**config.mk**
```make
export PLATFORM = sky130hd
export DESIGN_NAME = event_generator_delay_unit
export DESIGN_NICKNAME = d
export VERILOG_FILES = /design/src/rtl/event_generator_delay_unit_pkg.sv /design/src/rtl/event_generator_delay_unit_channel.sv /design/src/rtl/event_generator_delay_unit.sv
export SDC_FILE = /design/constraint.sdc
export NUM_CORES = 1
export LEC_CHECK = 0
export ABC_AREA = 1
export ABC_CLOCK_PERIOD_IN_PS = 9400
export CAP_MARGIN = 10
export CORE_UTILIZATION = 53
export DETAILED_ROUTE_END_ITERATION = 6
export GPL_ROUTABILITY_DRIVEN = 0
export HOLD_SLACK_MARGIN = 0.15
export MAX_ROUTING_LAYER = met4
export PLACE_DENSITY = 0.77
export SYNTH_ARGS = -nofsm -noshare
export SYNTH_HDL_FRONTEND = slang
export SYNTH_SLANG_ARGS = --single-unit
```
**constraint.sdc**
```tcl
create_clock -name ck -period 9.4 [get_ports ck]
set_input_delay 1.41 -clock ck [delete_from_list [all_inputs] [get_ports ck]]
set_output_delay 1.41 -clock ck [all_outputs]
set_load 0.01 [all_outputs]
```
**src/rtl/event_generator_delay_unit_pkg.sv**
```systemverilog
// Shared defaults, register map and channel state type for the delay event generator.
package pa_EventGeneratorDelayUnit;

   localparam int unsigned NUM_CHANNELS_DEF    = 8;
   localparam int unsigned DELAY_W_DEF         = 16;
   localparam int unsigned PAR_AW_DEF          = 12;
   localparam int unsigned PAR_DW_DEF          = 32;
   localparam int unsigned PAR_WW_DEF          = 4;

   localparam int unsigned ID_TRIGGER_BASE_DEF = 'h000;
   localparam int unsigned ID_STOP_BASE_DEF    = 'h080;
   localparam int unsigned ID_EVENT_BASE_DEF   = 'h100;
   localparam int unsigned ID_DELAY_BASE_DEF   = 'h200;
   localparam int unsigned ID_INTEN_DEF        = 'h300;

   // Bit position of the REPEAT flag inside a DELAY word.
   localparam int unsigned REPEAT_BIT          = 31;
   localparam int unsigned WORD_W              = 32;

   typedef enum logic {
      IDLE = 1'b0,
      RUN  = 1'b1
   } t_ChState;

   // Byte offset of register n in a per-channel register bank.
   function automatic int unsigned reg_offset(input int unsigned base, input int unsigned ch);
      return base + 4 * ch;
   endfunction

endpackage

```
**src/rtl/event_generator_delay_unit_channel.sv**
```systemverilog
// One delay channel: IDLE/RUN FSM, down-counter, DELAY/REPEAT register and EVENT flag.
module event_generator_delay_channel
   import pa_EventGeneratorDelayUnit::*;
#(
   parameter int unsigned DELAY_W = DELAY_W_DEF
) (
   input  logic               ck,
   input  logic               arst,
   input  logic               trig,
   input  logic               stop,
   input  logic               delay_we,
   input  logic [DELAY_W-1:0] delay_wdata,
   input  logic               rpt_wdata,
   input  logic               flag_clr,
   output logic               event_pulse,
   output logic               flag,
   output logic               running,
   output logic [DELAY_W-1:0] delay,
   output logic               rpt
);

   t_ChState           state_q;
   t_ChState           state_d;
   logic [DELAY_W-1:0] cnt_q;
   logic [DELAY_W-1:0] cnt_d;
   logic               fire_c;

   // State and counter register.
   always_ff @(posedge ck or posedge arst) begin
      if (arst) begin
         state_q <= IDLE;
         cnt_q   <= '0;
      end else begin
         state_q <= state_d;
         cnt_q   <= cnt_d;
      end
   end

   // Next state: stop beats trigger, trigger (reload) beats expiry.
   always_comb begin
      state_d = state_q;
      cnt_d   = cnt_q;
      fire_c  = 1'b0;
      case (state_q)
         IDLE: begin
            if (trig) begin
               state_d = RUN;
               cnt_d   = delay;
            end
         end
         RUN: begin
            if (trig) begin
               cnt_d = delay;
            end else if (cnt_q != '0) begin
               cnt_d = cnt_q - DELAY_W'(1);
            end else begin
               fire_c = 1'b1;
               if (rpt) begin
                  cnt_d = delay;
               end else begin
                  state_d = IDLE;
               end
            end
         end
         default: state_d = IDLE;
      endcase
      if (stop) begin
         state_d = IDLE;
         cnt_d   = '0;
         fire_c  = 1'b0;
      end
   end

   // Configuration, event pulse and sticky flag (a fire wins over a software clear).
   always_ff @(posedge ck or posedge arst) begin
      if (arst) begin
         delay       <= '0;
         rpt         <= 1'b0;
         flag        <= 1'b0;
         event_pulse <= 1'b0;
      end else begin
         if (delay_we) begin
            delay <= delay_wdata;
            rpt   <= rpt_wdata;
         end
         event_pulse <= fire_c;
         if (fire_c) begin
            flag <= 1'b1;
         end else if (flag_clr) begin
            flag <= 1'b0;
         end
      end
   end

   assign running = (state_q == RUN);

endmodule

```
**src/rtl/event_generator_delay_unit.sv**
```systemverilog
// Multi-channel delayed event generator on the PAR bus: decode, INTEN, read chain, irq/busy.
module event_generator_delay_unit
   import pa_EventGeneratorDelayUnit::*;
#(
   parameter int unsigned NUM_CHANNELS    = NUM_CHANNELS_DEF,
   parameter int unsigned DELAY_W         = DELAY_W_DEF,
   parameter int unsigned PAR_AW          = PAR_AW_DEF,
   parameter int unsigned PAR_DW          = PAR_DW_DEF,
   parameter int unsigned PAR_WW          = PAR_WW_DEF,
   parameter int unsigned ID_TRIGGER_BASE = ID_TRIGGER_BASE_DEF,
   parameter int unsigned ID_STOP_BASE    = ID_STOP_BASE_DEF,
   parameter int unsigned ID_EVENT_BASE   = ID_EVENT_BASE_DEF,
   parameter int unsigned ID_DELAY_BASE   = ID_DELAY_BASE_DEF,
   parameter int unsigned ID_INTEN        = ID_INTEN_DEF
) (
   input  logic                    ck,
   input  logic                    arst,
   input  logic [PAR_AW-1:0]       parAddr,
   input  logic [PAR_DW-1:0]       parDo,
   input  logic                    parRe,
   input  logic [PAR_WW-1:0]       parWe,
   input  logic [PAR_DW-1:0]       parDiMain,
   input  logic                    parDiSelectMain,
   output logic [PAR_DW-1:0]       parDi,
   output logic                    parDiSelect,
   input  logic [NUM_CHANNELS-1:0] tasks,
   input  logic [NUM_CHANNELS-1:0] tasksStop,
   output logic [NUM_CHANNELS-1:0] events,
   output logic                    irq,
   output logic                    busy
);

   logic                    wr;
   logic [NUM_CHANNELS-1:0] hit_trig;
   logic [NUM_CHANNELS-1:0] hit_stop;
   logic [NUM_CHANNELS-1:0] hit_event;
   logic [NUM_CHANNELS-1:0] hit_delay;
   logic                    hit_inten;
   logic                    rd_hit;
   logic [NUM_CHANNELS-1:0] trig;
   logic [NUM_CHANNELS-1:0] stop;
   logic [NUM_CHANNELS-1:0] delay_we;
   logic [NUM_CHANNELS-1:0] flag_clr;
   logic [NUM_CHANNELS-1:0] flag;
   logic [NUM_CHANNELS-1:0] running;
   logic [NUM_CHANNELS-1:0] rpt;
   logic [DELAY_W-1:0]      delay [NUM_CHANNELS];
   logic [NUM_CHANNELS-1:0] inten;
   logic [WORD_W-1:0]       rd_word;
   logic                    unused_par;

   assign wr         = |parWe;
   assign unused_par = ^parDo;

   // Exact-address decode of every per-channel register and INTEN.
   always_comb begin
      hit_trig  = '0;
      hit_stop  = '0;
      hit_event = '0;
      hit_delay = '0;
      for (int unsigned i = 0; i < NUM_CHANNELS; i++) begin
         hit_trig[i]  = (parAddr == PAR_AW'(reg_offset(ID_TRIGGER_BASE, i)));
         hit_stop[i]  = (parAddr == PAR_AW'(reg_offset(ID_STOP_BASE, i)));
         hit_event[i] = (parAddr == PAR_AW'(reg_offset(ID_EVENT_BASE, i)));
         hit_delay[i] = (parAddr == PAR_AW'(reg_offset(ID_DELAY_BASE, i)));
      end
      hit_inten = (parAddr == PAR_AW'(ID_INTEN));
      rd_hit    = hit_inten | (|hit_trig) | (|hit_stop) | (|hit_event) | (|hit_delay);
   end

   // Hardware and software commands merged per channel.
   always_comb begin
      trig     = tasks     | ({NUM_CHANNELS{wr &  parDo[0]}} & hit_trig);
      stop     = tasksStop | ({NUM_CHANNELS{wr &  parDo[0]}} & hit_stop);
      delay_we = {NUM_CHANNELS{wr}} & hit_delay;
      flag_clr = {NUM_CHANNELS{wr & ~parDo[0]}} & hit_event;
   end

   // Interrupt enable register.
   always_ff @(posedge ck or posedge arst) begin
      if (arst) begin
         inten <= '0;
      end else if (wr && hit_inten) begin
         inten <= parDo[NUM_CHANNELS-1:0];
      end
   end

   for (genvar g = 0; g < NUM_CHANNELS; g++) begin : g_ch
      event_generator_delay_channel #(
         .DELAY_W(DELAY_W)
      ) u_ch (
         .ck          (ck),
         .arst        (arst),
         .trig        (trig[g]),
         .stop        (stop[g]),
         .delay_we    (delay_we[g]),
         .delay_wdata (parDo[DELAY_W-1:0]),
         .rpt_wdata   (parDo[REPEAT_BIT]),
         .flag_clr    (flag_clr[g]),
         .event_pulse (events[g]),
         .flag        (flag[g]),
         .running     (running[g]),
         .delay       (delay[g]),
         .rpt         (rpt[g])
      );
   end

   // Own read word; TRIGGER/STOP hit but return zero.
   always_comb begin
      rd_word = '0;
      if (hit_inten) begin
         rd_word[NUM_CHANNELS-1:0] = inten;
      end
      for (int unsigned i = 0; i < NUM_CHANNELS; i++) begin
         if (hit_event[i]) begin
            rd_word[0] = flag[i];
         end
         if (hit_delay[i]) begin
            rd_word[DELAY_W-1:0]  = delay[i];
            rd_word[REPEAT_BIT]   = rpt[i];
         end
      end
   end

   assign parDiSelect = parDiSelectMain | (parRe & rd_hit);
   assign parDi       = (parRe && rd_hit) ? PAR_DW'(rd_word) : parDiMain;
   assign irq         = |(flag & inten);
   assign busy        = |running;

endmodule

```
# After elaboration in Yosys (flattened, before gate mapping)
# Cells that the tools add are included.
# totals
inputBits	100
out_inout_bits	43
regBits	296
# op_classes
n_mux	170
n_eq_ne	48
n_addsub	8
bitwise	24
reduce_logical	34
# op_table
operator	count
2-to-1 mux 16 bit	48
case mux 16 bit (2 select lines)	8
nonzero test 16 bit	8
subtractor 16 x 1 -> 16 bit (second input constant)	8
== test 12 x 10 -> 1 bit (second input constant)	9
2-to-1 mux 1 bit	104
== test 12 x 8 -> 1 bit (second input constant)	8
== test 12 x 9 -> 1 bit (second input constant)	8
== test 12 x 5 -> 1 bit (second input constant)	4
OR reduction 8 bit	6
AND 8 bit	5
!= test 5 x 4 -> 1 bit (second input constant)	8
2-to-1 mux 32 bit	1
== test 12 x 4 -> 1 bit (second input constant)	2
!= test 3 bit (second input constant)	8
OR 8 bit	2
case mux 1 bit (2 select lines)	8
AND reduction 2 bit	8
nonzero test 2 bit	8
== test 12 x 3 -> 1 bit (second input constant)	1
logical NOT 12 bit	1
NOT 1 bit	9
2-to-1 mux 8 bit	1
OR 1 bit	5
3 further kinds	6

# Logic depth before layout (Yosys ltp)
# Gate-level depths: netlist (run 1).
# depth
depth_word	19
depth_mapped	16
ltp_nobuf	16

# Modules after synthesis
# A second synthesis (run 1) with hierarchy kept.
# unflattened
cells_unflattened	2556
hier_area_um2	18376.4
# modules_own_cells
module	area_per_inst_um2	cells_each	n_inst
event_generator_delay_channel at g_ch[0].u_ch ...	2004.4	262	7
event_generator_delay_unit	2347.3	460	1
event_generator_delay_channel at g_ch[7].u_ch	1998.2	262	1

# Worst setup path after synthesis (run 1)
# Ideal clock, no wire load.
# synth_timing
path_kind	input to output
start	input parAddr[11]
end	output parDi[11]
t_arrival_ns	2.900
setup_slack_ns	5.090
t_required_ns	7.990
n_path_buf	1
stages	12
path_cell_list	nor2_2 -> nand2_2 -> nor2_4 -> inv_1 -> nor2_1 -> inv_1 -> nor2_1 -> nor3b_1 -> nand4_2 -> nand2_4 -> buf_4 -> o21ai_1
# synth_via
elab_chain_len	10
elab_cells_between_ends	51
classes_between	eq/ne: 32; mux: 9; bitwise: 4; reduce/logical: 6
# synth_rtl
item	line_no	text
start: declaration	event_generator_delay_unit.sv:18	input logic [PAR_AW-1:0] parAddr,
== test 12 x 10 -> 1 bit	event_generator_delay_unit.sv:65	hit_delay[i] = (parAddr == PAR_AW'(reg_offset(ID_DELAY_BASE, i)));
2-to-1 mux 16 bit (8 in a row)	event_generator_delay_unit.sv:118	if (hit_delay[i]) begin
2-to-1 mux 32 bit (*)	event_generator_delay_unit.sv:126	assign parDi = (parRe && rd_hit) ? PAR_DW'(rd_word) : parDiMain;
end: declaration	event_generator_delay_unit.sv:24	output logic [PAR_DW-1:0] parDi,
# Every way passes the cells marked *; elsewhere a longest branch is shown, timed or not.

# Final worst setup path (run 1)
# layout_timing
start	input parAddr[1]
end	output parDi[14]
# The elaborated chain is that of the path after synthesis.

==> impl_metrics.json, run 1 <==
{
  "initial_core_util_pct": 54.14,
  "clock-skew-final_ns": 0.01282,
  "path_buf_inv": 4,
  "area_growth_pct": 15.64,
  "routed-via-count": 15920,
  "grt_max_degree": 161,
  "rsz0062_at_grt": "false",
  "post-route-period-util_pct": 71.12,
  "grt_first_pass_wirelength_um": 80170,
  "synth_area_per_cell_um2": 7.688,
  "die_w_um": 179.0,
  "portBuffers": 127,
  "hold_path.class": "register to register",
  "clock-root-buffer": "clkbuf_16",
  "worst-path-max-fanout": 17,
  "clk_path_buf_depth": 3,
  "via_per_inst": 5.963,
  "synth_enable_flop_cells": 0,
  "tns_ns": 0,
  "slowest_delay_ns": 0.71,
  "drive_gt1_share_pct": 6.297,
  "synth_top_area_share_pct": 44.61,
  "netlist_instances": 2160,
  "die_area_um2": 32040,
  "grt-ovfl-total": 0,
  "path_delay_family": "simple AND/OR/NAND/NOR gates",
  "synth_nets": 2276,
  "fp.dieH_um": 179.0,
  "grtUsageTotal_pct": 33.87,
  "seq_area_frac_synth_pct": 44.61,
  "drc": 0,
  "power.leakage_uw": 0.008857,
  "synth_area_um2": 16610,
  "final_core_util_pct": 62.61,
  "critPathSlowestCell": "o21ai_0",
  "tightest_slew_ns": 1.128,
  "insertion_delay_ns": 0.52,
  "crit_required_ns": 7.99,
  "core_um2": 30670,
  "ant_nets": 0,
  "drv_slew": 0,
  "path_clk_slew_ns": 0.06,
  "synth-async-reset-ratio_pct": 100.0,
  "post_drt_wl_per_cell_um": 19.41,
  "start_kind": "input pin",
  "timing.final.crit_period_ns": 6.686,
  "powerDensity_nw_per_um2": 160.9,
  "crit_type": "input pin to output pin",
  "peakVddDrop_mv": 0.1309,
  "first_pass_iters": 7,
  "cts-hold-fix-buffers": 0,
  "htree_num_levels": 2,
  "clock_sinks": 296,
  "synth-seq-cells": 296,
  "maxCapViolations": 0,
  "cts_setup_buffers": 0,
  "grt_pass1_vias": 14450,
  "hold_violations": 0,
  "antenna_found_initial": 2,
  "drtIter0Drc": 2157,
  "whs_ns": 0.4863,
  "max_slew_margin_pct": 24.12,
  "nets": 2365,
  "synthFlopType": "dfrtp_1",
  "fmax_mhz": 149.6,
  "setup_viol_count_final": 0,
  "endpoint_kind": "output pin",
  "status": "complete, no violations",
  "cts_made_buffers": 34,
  "synth_area_leader_cell": "dfrtp_1",
  "wirelength_um": 51820,
  "reg2reg_slack_ns": 6.93,
  "std_cell_rows": 64,
  "synth_cell_types": 54,
  "cts_tree": "yes",
  "yosysWarnings": 0,
  "synth.area.top_cells": "dfrtp_1 (45%), o21ai_0 (10%), nand2_1 (9.1%)",
  "dpl.hpwl_um": 37040,
  "io_pins": 143,
  "crit_path_cell_trace": "clkdlybuf4s50_1 > nor2_4 > nand3_1 > nor2_1 > inv_1 > nor2_2 > inv_1 > o21ai_0 > nand4_1 > a21oi_1 > o21ai_1 > clkdlybuf4s50_1",
  "critPathArrivalTime_ns": 5.28,
  "cts_resized": 0
}
-- registers in the layout, indices dropped and copies added (netlist names) --
name                   cells
g_ch.u_ch.event_pulse      8
g_ch.u_ch.flag             8
g_ch.u_ch.delay          128
g_ch.u_ch.running          8
inten                      8
g_ch.u_ch.rpt              8
g_ch.u_ch.cnt_q          128
-- final cells by class --
type,instances,area [um2]
Antenna cell,2,5.005
Clock buffer,48,1037
Clock inverter,10,150.1
Fill cell,2608,11470
Inverter,299,1131
Multi-Input combinational cell,1486,7656
Sequential cell,296,7407
Tap cell,396,495.5
Timing Repair Buffer,132,1321
-- per-layer routing --
| layer | share of wire (%) | track usage (%) | vias to the layer above |
|---|---|---|---|
| met5 | 0 | - | - |
| met4 | 4.6 | 13.95 | 0 |
| met3 | 10 | 5.725 | 163 |
| met2 | 44 | 48.44 | 895 |
| met1 | 41 | 47.59 | 7526 |
| li1 | - | - | 7332 |
-- cells by family after synthesis --
family / count (synthesis) / share of synthesized area [%]
flops: 296 / 44.61
xor+xnor: 69 / 3.639
compound gates: 611 / 20.34
buf+inv: 378 / 9.290
fa+ha+maj: 16 / 1.206
simple gates: 790 / 20.92
-- stage by stage --
| stage | cell area, um2 | setup slack (ns) | std cells | power (uW) |
|---|---|---|---|---|
| 2_1_floorplan | 16610 | 4.059 | 2160 | 1559 |
| 3_3_place_gp | 18010 | 3.182 | 2609 | 1681 |
| 3_5_place_dp | 18010 | 3.164 | 2609 | 1689 |
| 4_1_cts | 19200 | 3.160 | 2667 | 3087 |
| 5_1_grt | 19200 | 2.671 | 2669 | 3189 |
| 6_report | 19200 | 2.714 | 2669 | 3090 |
-- Yosys cell counts, types with 16 or more instances --
master / count
nor2_2: 20
dfrtp_1: 296
a21oi_1: 104
nand3_1: 71
nand4_1: 25
o21ai_0: 339
o211ai_1: 25
inv_2: 20
ha_1: 16
inv_1: 277
nor4_1: 21
clkbuf_1: 36
nor3_1: 28
nor2_1: 184
buf_2: 23
o22ai_1: 48
o21ai_1: 43
xor2_1: 64
nand2_1: 403
-- worst min-delay path, cell delays in order (launching register included) --
cell and delay [ns]:
dfrtp_1 0.34, nand2_1 0.05, o21ai_0 0.06
-- power breakdown --
part | internal, uW | total, uW | switching, uW | leakage, uW
Sequential | 1300 | 1320 | 21.4 | 0.00408
Combinational | 127 | 358 | 231 | 0.00419
Clock | 876 | 1420 | 539 | 0.000591
-- placed cells by master (no fill, tap or decap), types with 3 or more instances in the layout --
master	n
inv_1	276
clkdlybuf4s50_1	127
nor3b_1	5
a21oi_1	104
buf_4	4
ha_1	16
o21ai_1	43
a31oi_1	14
o21ai_0	339
dfrtp_1	296
clkbuf_1	4
a21oi_4	3
nor2_1	184
o2111ai_1	7
nor4_1	21
nand2_2	4
inv_2	20
o211ai_1	25
o21bai_1	4
nand2_1	403
nand3_1	71
nor2_2	20
nor3_2	4
a21oi_2	8
xor2_1	64
nand4_1	25
clkbuf_16	37
clkbuf_8	7
bufinv_16	4
xnor2_1	5
a221oi_1	4
nor3_1	28
o2bb2ai_1	3
nor2_4	8
o22ai_1	48
clkinv_2	6
nand2_4	4
-- path summary, 6_finish.rpt --
kind,cells after the start,endpoint,startpoint
worst max-delay path,12,parDi[14],parAddr[1]
worst max register to register,11,g_ch[1].u_ch.cnt_q[9],g_ch[1].u_ch.cnt_q[0]
max in group asynchronous,4,g_ch[3].u_ch.cnt_q[0],arst
min in group asynchronous,2,g_ch[1].u_ch.event_pulse,arst
worst min register to register,2,g_ch[7].u_ch.delay[1],g_ch[7].u_ch.delay[1]
worst min-delay path,2,g_ch[7].u_ch.delay[1],g_ch[7].u_ch.delay[1]
Power figures use the tool's default switching activity.
==> run 2: changes to the inputs <==
ABC_CLOCK_PERIOD_IN_PS = 6500   (was 9400)
CORE_UTILIZATION = 55   (was 53)
PLACE_DENSITY = 0.76   (was 0.77)
clock period = 6.5 ns   (was 9.4 ns; I/O delays follow)
==> run 2 against run 1 <==
Compared with the run above:
- routed wire length about the same
- sequential power increased by 44%
- clock power grew 37%
- die area shrank 3.6%
- cell count fell by 0.26%
- critical path depth rose by 2
- non-clock buffer count grew 2
- first-iteration DRC count is 0.46% higher
- sequential share of layout area is 0.10 points higher
- final area is 0.27% lower
- global-route usage grew 0.94 points
- largest cell class unchanged
- highest routed layer unchanged
==> impl_metrics.json, run 2 (synthesis gave the netlist of run 1 again) <==
{
  "r2r_cells": 11,
  "ant_nets": 0,
  "timing.final.crit_period_ns": 5.712,
  "worst-path-max-fanout": 12,
  "final_cell_mix": "nand2_1 (403), o21ai_0 (339), dfrtp_1 (296)",
  "wirelength_um": 51810,
  "power.leakage_uw": 0.008826,
  "crit_type": "input pin to output pin",
  "status": "complete, no violations",
  "post-route-period-util_pct": 87.87,
  "std_cell_rows": 63,
  "clock-skew-final_ns": 0.02072,
  "clk_path_buf_depth": 3,
  "post_drt_wl_per_cell_um": 19.46,
  "clock-root-buffer": "clkbuf_16",
  "whs_path_depth": 2,
  "drtIter0Drc": 2167,
  "antenna_cells": 0,
  "dp_slack_ns": 1.172,
  "powerDensity_nw_per_um2": 228.5,
  "die_w_um": 175.8,
  "cts-hold-fix-buffers": 0,
  "nets": 2367,
  "nFillCells": 2531,
  "area_growth_pct": 15.33,
  "setup_viol_count_final": 0,
  "crit_path_cell_trace": "clkdlybuf4s50_1 > nor2_1 > nand2_4 > nor2_1 > inv_1 > nor2_2 > inv_1 > o21ai_1 > nand4_1 > o21ai_0 > nand2_1 > a21oi_1 > o21ai_1 > clkdlybuf4s50_1",
  "peakVddDrop_mv": 0.2152,
  "p_total_uw": 4375,
  "multi_input_area_um2": 7656,
  "grt_max_degree": 137,
  "first_pass_iters": 7,
  "final_core_util_pct": 64.62,
  "tns_ns": 0,
  "grt_first_pass_wirelength_um": 80850,
  "grtUsageTotal_pct": 34.81,
  "slowest_delay_ns": 0.51,
  "io_pins": 143,
  "cts_resized": 0,
  "core_um2": 29640,
  "path_clk_slew_ns": 0.05,
  "whs_ns": 0.4837,
  "drive_gt1_share_pct": 6.206,
  "endpoint_kind": "output pin",
  "grt_pass1_vias": 14610,
  "insertion_delay_ns": 0.52,
  "start_kind": "input pin",
  "rsz0062_at_grt": "false",
  "drv_slew": 0,
  "initial_core_util_pct": 56.03,
  "drc": 0,
  "maxCapViolations": 0,
  "die_area_um2": 30890,
  "antenna_found_initial": 0,
  "reg_top3": "g_ch.u_ch.cnt_q: 128 flops, g_ch.u_ch.delay: 128 flops",
  "portBuffers": 127,
  "tightest_slew_ns": 1.033,
  "crit_required_ns": 5.52,
  "htree_num_levels": 2,
  "clock_sinks": 296,
  "dpl.hpwl_um": 36780,
  "routed-via-count": 15790,
  "fmax_mhz": 175.1,
  "grt-ovfl-total": 0,
  "critPathSlowestCell": "o21ai_1",
  "final_common_cell": "nand2_1",
  "worst_slack_ns": 0.7883,
  "hold_violations": 0,
  "critPathArrivalTime_ns": 4.74,
  "cts_setup_buffers": 0,
  "via_per_inst": 5.930,
  "hold_path.class": "register to register",
  "max_slew_margin_pct": 30.51,
  "regArea_um2": 7407,
  "fp.dieH_um": 175.8,
  "cts_made_buffers": 34,
  "cts_tree": "yes"
}
## run 2: cell types whose count changed in the layout (fill, tap and decap cells not counted), sizes merged
| cell | previous run | this run |
|---|---|---|
| clkinvlp | 1 | 3 |
| clkbuf | 48 | 46 |
| buf | 5 | 7 |
| inv | 298 | 299 |
| clkinv | 6 | 4 |
| diode | 2 | 0 |
## run 2: worst max-delay path, delay by kind of cell
| kind | cells | cell delay, ns |
|---|---|---|
| buffers and inverters | 4 | 1.43 |
| AND/OR/NAND/NOR | 6 | 1.39 |
| AO/OA/AOI/OAI | 4 | 0.91 |
## run 2: report_power, final
group / switching (uW) / internal [uW] / leakage [uW] / total [uW]
combinational: 334 / 184 / 0.00420 / 519
sequential: 31.1 / 1870 / 0.00408 / 1900
clock: 763 / 1190 / 0.000545 / 1950
## run 2: area by class of cell
type,instances,share of cell area [%]
timing repair buffer,134,7.043
clock buffer,46,4.998
sequential,296,38.68
multi-input combinational,1486,39.98
clock inverter,11,0.8558
tap,390,2.548
inverter,299,5.906
## run 2: final timing paths
kind	to	slack, ns	start
max	parDi[9]	0.79	parAddr[4]
min reg2reg	g_ch[7].u_ch.delay[10]	0.48	g_ch[7].u_ch.delay[10]
min	g_ch[7].u_ch.delay[10]	0.48	g_ch[7].u_ch.delay[10]
max reg2reg	g_ch[2].u_ch.cnt_q[5]	4.07	g_ch[2].u_ch.cnt_q[0]
max in group asynchronous	g_ch[6].u_ch.delay[6]	4.44	arst
min in group asynchronous	g_ch[2].u_ch.cnt_q[2]	0.73	arst
## run 2: metrics by stage
| step | instance area [um2] | instances |
|---|---|---|
| after detailed placement | 18010 | 2604 |
| after floorplan | 16610 | 2160 |
| after CTS | 19130 | 2661 |
| after global routing | 19150 | 2662 |
| after global placement | 18010 | 2604 |
| final | 19150 | 2662 |
## run 2: layer usage
metal | wire length, um | vias up | track usage [%]
met5 | 0 | - | -
met4 | 2097 | 0 | 13.30
met3 | 5465 | 155 | 6.797
met2 | 22880 | 845 | 50.25
met1 | 21370 | 7452 | 48.34
li1 | - | 7334 | -
==> run 3: changes to the inputs <==
ABC_CLOCK_PERIOD_IN_PS = 6400   (was 6500)
DONT_BUFFER_PORTS = 1   (was unset)
PLACE_DENSITY = 0.7   (was 0.76)
clock period = 6.4 ns   (was 6.5 ns; I/O delays follow)
==> run 3 against run 2 <==
Compared with the run above:
- combinational power decreased by 16%
- critical path depth decreased by 4
- critical path type unchanged
- clock-buffer cell count increased by 5
- final area down 6.4%
- global-route usage decreased by 1.2 points
- via count down 5.8%
- sequential share of layout area is 2.6 points higher
- critical endpoint is now parDi[14]
==> impl_metrics.json, run 3 (synthesis gave the netlist of run 1 again) <==
{
  "status": "complete, no violations",
  "core_um2": 29640,
  "portBuffers": 0,
  "power.leakage_uw": 0.008351,
  "first_pass_iters": 5,
  "fmax_mhz": 214.3,
  "cts_tree": "yes",
  "clk_path_buf_depth": 3,
  "drv_slew": 0,
  "grt-ovfl-total": 0,
  "cts-hold-fix-buffers": 0,
  "grt_pass1_vias": 13570,
  "antenna_found_initial": 1,
  "timing.final.crit_period_ns": 4.665,
  "post-route-period-util_pct": 72.90,
  "clock_sinks": 296,
  "clock-skew-final_ns": 0.01510,
  "hold_violations": 0,
  "endpoint_kind": "output pin",
  "wirelength_um": 49750,
  "dpl.hpwl_um": 35530,
  "final_core_util_pct": 60.48,
  "cts_made_buffers": 35,
  "final_cell_mix": "nand2_1 (403), o21ai_0 (339), dfrtp_1 (296)",
  "clock-root-buffer": "clkbuf_16",
  "grt_first_pass_wirelength_um": 76700,
  "place_area_um2": 16720,
  "worst-path-max-fanout": 17,
  "area_growth_pct": 7.942,
  "crit_required_ns": 5.44,
  "maxCapViolations": 0,
  "crit_type": "input pin to output pin",
  "cts_resized": 0,
  "peakVddDrop_mv": 0.2444,
  "std_cell_rows": 63,
  "tightest_slew_ns": 1.128,
  "reg2reg_slack_ns": 3.42,
  "hold_path.class": "input pin to async pin",
  "cts_setup_buffers": 0,
  "drtIter0Drc": 1810,
  "drc": 0,
  "ant_nets": 0,
  "fp.dieH_um": 175.8,
  "io_pins": 143,
  "grt_max_degree": 183,
  "max_slew_margin_pct": 24.53,
  "die_w_um": 175.8,
  "reg_top3": "g_ch.u_ch.cnt_q: 128 flops, g_ch.u_ch.delay: 128 flops",
  "die_area_um2": 30890,
  "path_clk_slew_ns": 0.06,
  "grtUsageTotal_pct": 33.58,
  "final_common_cell": "nand2_1",
  "insertion_delay_ns": 0.53,
  "initial_core_util_pct": 56.03,
  "rsz0062_at_grt": "false",
  "nets": 2237,
  "via_per_inst": 5.867,
  "powerDensity_nw_per_um2": 247.9,
  "htree_num_levels": 2,
  "critPathArrivalTime_ns": 3.71,
  "setup_viol_count_final": 0,
  "start_kind": "input pin",
  "drive_gt1_share_pct": 6.763,
  "tns_ns": 0,
  "post_drt_wl_per_cell_um": 19.62,
  "routed-via-count": 14870,
  "design_area_um2": 17920
}
## run 3: changes by cell type in the layout (fill, tap and decap cells not counted), sizes merged
cell / previous run / this run
buf: 7 / 3
bufinv: 4 / 2
clkbuf: 46 / 51
clkdlybuf4s50: 127 / 0
clkinvlp: 3 / 4
diode: 0 / 1
inv: 299 / 298
## run 3: layer usage
metal / part of all wire, % / global-route usage [%]
met1: 43 / 46.40
met2: 43 / 47.68
met3: 9.1 / 6.797
met4: 4.4 / 14.75
met5: 0 / -
## run 3: power by group
part	total, uW	internal, uW	switching (uW)
combinational	436	119	317
sequential	1930	1900	31.9
clock	2070	1270	805
total	4440	3290	1150
## run 3: area by class of cell
| cell class | instances | area [um2] |
|---|---|---|
| fillers | 2703 | 11710 |
| diodes | 1 | 2.502 |
| clock buffers | 51 | 1099 |
| multi-input cells | 1486 | 7656 |
| inverters | 299 | 1131 |
| well taps | 390 | 488.0 |
| clock inverters | 9 | 106.4 |
| flip-flops and latches | 296 | 7407 |
| repair buffers | 3 | 35.03 |
## run 3: worst max-delay path: stages
cell and delay [ns]:
nor2_2 0.11, nand2_1 0.14, nor2_2 0.31, inv_2 0.18, nor2_2 0.60, inv_1 0.23, o21ai_0 0.59, nand4_1 0.19
a21oi_1 0.24, o21ai_1 0.15
## run 3: worst paths after layout
path	startpoint	to	cells past startpoint
setup / recovery	parAddr[11]	parDi[14]	10
hold / removal	arst	g_ch[2].u_ch.cnt_q[0]	1
setup reg to reg	g_ch[0].u_ch.cnt_q[0]	g_ch[0].u_ch.cnt_q[10]	12
hold reg to reg	g_ch[7].u_ch.delay[1]	g_ch[7].u_ch.delay[1]	2
max in group asynchronous	arst	g_ch[6].u_ch.delay[5]	2
min in group ck	g_ch[7].u_ch.delay[1]	g_ch[7].u_ch.delay[1]	2
## run 3: per-stage QoR
| stage | total power [uW] | hold slack [ns] | instances | setup slack (ns) |
|---|---|---|---|---|
| after detailed placement | 2396 | 0.4732 | 2474 | 1.920 |
| after floorplan | 2290 | 0.4530 | 2160 | 1.509 |
| after CTS | 4457 | 0.4838 | 2534 | 1.918 |
| after global placement | 2389 | 0.4663 | 2474 | 1.939 |
| after global routing | 4592 | 0.5053 | 2535 | 1.559 |
| final | 4443 | 0.4609 | 2535 | 1.735 |
